### config.mk
export PLATFORM = sky130hd
export DESIGN_NAME = if_id_skid_reg
export DESIGN_NICKNAME = d
export VERILOG_FILES = /design/src/rtl/if_id_skid_reg.sv
export SDC_FILE = /design/constraint.sdc
export NUM_CORES = 1
export LEC_CHECK = 0
export ABC_AREA = 1
export CORE_MARGIN = 2
export CORE_UTILIZATION = 39
export DETAILED_ROUTE_END_ITERATION = 12
export PLACE_DENSITY_LB_ADDON = 0.08
export SLEW_MARGIN = 20
export SYNTH_ARGS = -nofsm -noshare
export SYNTH_HDL_FRONTEND = slang
export SYNTH_SLANG_ARGS = --single-unit
### constraint.sdc
create_clock -name clk -period 3.8 [get_ports clk]
set_input_delay 0.38 -clock clk [delete_from_list [all_inputs] [get_ports clk]]
set_output_delay 0.38 -clock clk [all_outputs]
set_load 0.05 [all_outputs]
### src/rtl/if_id_skid_reg.sv
// rtl/if_id_skid_reg.sv - two-entry fetch/decode pipeline register with registered in_ready
// Optional performance counters are enabled with `define IF_ID_PERF_CNT_EN.
module if_id_skid_reg #(
    parameter int                 INSTR_W   = 16,
    parameter int                 PC_W      = 16,
    parameter logic [INSTR_W-1:0] NOP_INSTR = '0
) (
    input  logic               clk,
    input  logic               reset,
    input  logic               flush,
    input  logic               hold,
    input  logic               in_valid,
    output logic               in_ready,
    input  logic [INSTR_W-1:0] in_instr,
    input  logic [PC_W-1:0]    in_pc,
    input  logic [PC_W-1:0]    in_pc_plus_1,
    output logic               out_valid,
    input  logic               out_ready,
    output logic [INSTR_W-1:0] out_instr,
    output logic [PC_W-1:0]    out_pc,
    output logic [PC_W-1:0]    out_pc_plus_1
`ifdef IF_ID_PERF_CNT_EN
    ,
    output logic [15:0]        stall_cnt,
    output logic [15:0]        flush_cnt
`endif
);

    localparam int E_W = INSTR_W + 2 * PC_W;
    localparam logic [E_W-1:0] ENTRY_NOP = {NOP_INSTR, {PC_W{1'b0}}, {PC_W{1'b0}}};

    typedef enum logic [1:0] {
        EMPTY = 2'd0,
        ONE   = 2'd1,
        TWO   = 2'd2
    } state_t;

    state_t         state, state_n;
    logic [E_W-1:0] main_q, main_n;
    logic [E_W-1:0] skid_q, skid_n;
    logic           in_ready_q, in_ready_n;
    logic [E_W-1:0] in_entry;
    logic           acc, xfer;

    assign in_entry  = {in_instr, in_pc, in_pc_plus_1};
    assign in_ready  = in_ready_q;
    assign out_valid = (state != EMPTY);
    assign acc       = in_valid & in_ready_q;
    assign xfer      = out_valid & out_ready & ~hold;

    assign {out_instr, out_pc, out_pc_plus_1} = main_q;

    always_ff @(posedge clk or negedge reset) begin
        if (!reset) begin
            state      <= EMPTY;
            main_q     <= ENTRY_NOP;
            skid_q     <= ENTRY_NOP;
            in_ready_q <= 1'b1;
        end else begin
            state      <= state_n;
            main_q     <= main_n;
            skid_q     <= skid_n;
            in_ready_q <= in_ready_n;
        end
    end

    always_comb begin
        state_n = state;
        main_n  = main_q;
        skid_n  = skid_q;
        if (flush) begin
            // Flush wins over everything; an input offered this cycle is dropped.
            state_n = EMPTY;
            main_n  = ENTRY_NOP;
            skid_n  = ENTRY_NOP;
        end else begin
            case (state)
                EMPTY: begin
                    if (acc) begin
                        main_n  = in_entry;
                        state_n = ONE;
                    end
                end
                ONE: begin
                    if (acc && xfer) begin
                        main_n = in_entry;
                    end else if (acc) begin
                        skid_n  = in_entry;
                        state_n = TWO;
                    end else if (xfer) begin
                        main_n  = ENTRY_NOP;
                        state_n = EMPTY;
                    end
                end
                TWO: begin
                    if (xfer) begin
                        main_n  = skid_q;
                        skid_n  = ENTRY_NOP;
                        state_n = ONE;
                    end
                end
                default: begin
                    state_n = EMPTY;
                    main_n  = ENTRY_NOP;
                    skid_n  = ENTRY_NOP;
                end
            endcase
        end
        // Ready is a flop: it looks ahead at whether the skid slot will be free.
        in_ready_n = (state_n != TWO);
    end

`ifdef IF_ID_PERF_CNT_EN
    always_ff @(posedge clk or negedge reset) begin
        if (!reset) begin
            stall_cnt <= '0;
            flush_cnt <= '0;
        end else begin
            if (out_valid && !xfer && !flush && stall_cnt != 16'hFFFF)
                stall_cnt <= stall_cnt + 16'd1;
            if (flush && out_valid && flush_cnt != 16'hFFFF)
                flush_cnt <= flush_cnt + 16'd1;
        end
    end
`endif

endmodule
==> flow_summary.json <==
{
  "grt_max_degree": 71,
  "totalNegativeSetupSlack_ns": 0,
  "h-tree-depth": 3,
  "utilization_pct": 50.6,
  "end_kind": "output port",
  "grt_pass1_wl_um": 25300,
  "leakage_nw": 3.56,
  "synthMuxAreaShare_pct": 0,
  "synth_top_family_by_area": "simple AND/OR/NAND/NOR gates",
  "ant_nets": 0,
  "track_usage_pct": 21.5,
  "dp_hpwl_um": 8640,
  "avgViaCountPerCell": 5.05,
  "nets": 891,
  "cts-root-buf": "clkbuf_16",
  "syn_nets": 821,
  "critPathArrivalTime_ns": 2.32,
  "diodes": 0,
  "met3_length_um": 877,
  "final_cell_mix": "nand2_1 (343), clkdlybuf4s50_1 (102), nand3_1 (100)",
  "fp.dieArea_um2": 14600,
  "swShare_pct": 35.5,
  "yosys.area_share.simple_pct": 43.8,
  "rsz0062_at_grt": "false",
  "initial_core_util_pct": 40.1,
  "cts_resized": 0,
  "maxSlewHeadroom_pct": 32.9,
  "clk_latency_ns": 0.35,
  "place_ws_ns": 1.38,
  "hold_class": "in -> async",
  "vdd_drop_max_mv": 0.270,
  "outcome": "completed",
  "cts_sinks": 99,
  "power_mw": 3.04,
  "setup_slack_ns": 1.10,
  "core_area_um2": 13300,
  "setup_viol": 0,
  "synth_compound_area_share_pct": 0.517,
  "antenna_found_initial": 0,
  "dr.max_layer_used": "met4",
  "numCtsBuffers": 9,
  "max_freq_mhz": 371,
  "required_ns": 3.42,
  "min_period_ns": 2.70,
  "wl_per_cell_um": 14.7,
  "fin_cells": 1018,
  "worstSetupStartpointType": "flop",
  "synth_area_per_cell_um2": 6.94,
  "ys_seq_elements": 99,
  "layout_commonest_cell": "nand2_1",
  "ios": 104,
  "p_clk_share_pct": 30.2,
  "fin_skew_ns": 0.00726,
  "synthAdderAreaFrac_pct": 0,
  "hold_buffers": 0,
  "routabilityCongestion": 0.757,
  "tightest_slew_ns": 1.00,
  "numPortBuffers": 103,
  "syn_area_um2": 5330,
  "placed_cell_area_um2": 6440,
  "path_clk_slew_ns": 0.06,
  "p_int_mw": 1.96,
  "area_delta_synth_final_pct": 26.5,
  "num_vias": 5142,
  "postCtsSetupRepairBufs": 0,
  "drive_above_1_share_pct": 4.75,
  "first_pass_iters": 8,
  "clockBufferDepth": 2,
  "worstSetupPathType": "reg -> out",
  "combinationalPowerShare_pct": 29.8,
  "drtIter0Drc": 408,
  "p_seq_share_pct": 40.1,
  "wl_um": 14900,
  "period_share_pct": 71.0,
  "gr-total-overflow": 0,
  "slew_viol_final": 0,
  "ys_types": 19,
  "cts_tree": "yes",
  "ys_warn_count": 0,
  "die_h_um": 121,
  "synth_seq_area_share_pct": 46.5,
  "die_w_um": 121,
  "hold_violations": 0,
  "power_switching_mw": 1.08,
  "postLayoutCellArea_um2": 6730,
  "drv_cap": 0,
  "rows": 42,
  "synthCells": 767,
  "whs_ns": 0.160,
  "dp_cells": 1002,
  "grt_pass1_vias": 5069,
  "worstPathMaxFanout": 26,
  "drc": 0,
  "wl_met1_um": 6880,
  "powerDensity_nw_per_um2": 451,
  "synth_xor_area_share_pct": 0,
  "wl_met2_um": 6970
}
worst paths after layout:
check	from	to	slack (ns)	cells past startpoint
max	state[0]	out_valid	1.10	3
min	reset	main_q[36]	0.16	1
min in group clk	skid_q[27]	skid_q[27]	0.47	2
min reg2reg	skid_q[27]	skid_q[27]	0.47	2
max reg2reg	state[0]	main_q[13]	1.49	8
max in group asynchronous	reset	skid_q[14]	2.68	2
critical path, stage by stage (launching register included):
cell and delay [ns]:
dfrtp_1 0.49, nor2_4 0.57, inv_1 0.16, clkdlybuf4s50_1 0.75
area by class of cell:
| type | count | area (um2) |
|---|---|---|
| Fill cell | 1315 | 6560 |
| Sequential cell | 99 | 2480 |
| Multi-Input combinational cell | 556 | 2400 |
| Timing Repair Buffer | 114 | 1120 |
| Clock buffer | 11 | 243 |
| Tap cell | 176 | 220 |
| Inverter | 57 | 214 |
| Clock inverter | 5 | 52.6 |
routing by layer:
metal | up-vias | global-route usage (%)
met5 | - | 0
li1 | 2561 | -
met2 | 172 | 34.7
met3 | 11 | 3.48
met1 | 2398 | 29.3
met4 | 0 | 7.63
cell families (layout without fill, tap and decap cells):
kind of cell	Yosys count	count (layout)
and+or+nand+nor	551	551
buffers and inverters	112	187
DFF	99	99
AOI/OAI and AO/OA	5	5
Yosys cell counts:
master,number,share of area [%]
inv_1,56,3.9
o21bai_1,1,0.14
nor2_2,2,0.23
dfrtp_1,98,46
buf_2,18,1.7
o21ai_0,3,0.28
nand4_1,49,5.8
a21oi_1,1,0.094
nand3_1,100,9.4
inv_2,1,0.070
buf_1,2,0.14
buf_6,4,0.85
nor2_4,1,0.21
nor2_1,52,3.7
clkbuf_1,28,2.0
nand3_2,1,0.19
buf_4,3,0.42
nand2_1,346,24
dfstp_2,1,0.49
power by group through the flow:
stage / logic [mW] / registers (mW) / clock network [mW]
floorplan: 0.344 / 1.46 / 0
global placement: 0.899 / 1.23 / 0
detailed placement: 0.909 / 1.23 / 0
CTS: 0.912 / 1.22 / 0.946
global route: 0.980 / 1.23 / 0.984
finish: 0.903 / 1.22 / 0.916
registers in the layout, indices dropped and copies added (netlist names):
signal    flops
skid_q       48
state         2
in_ready      1
main_q       48
No activity file was read; power rests on OpenSTA's default activity.
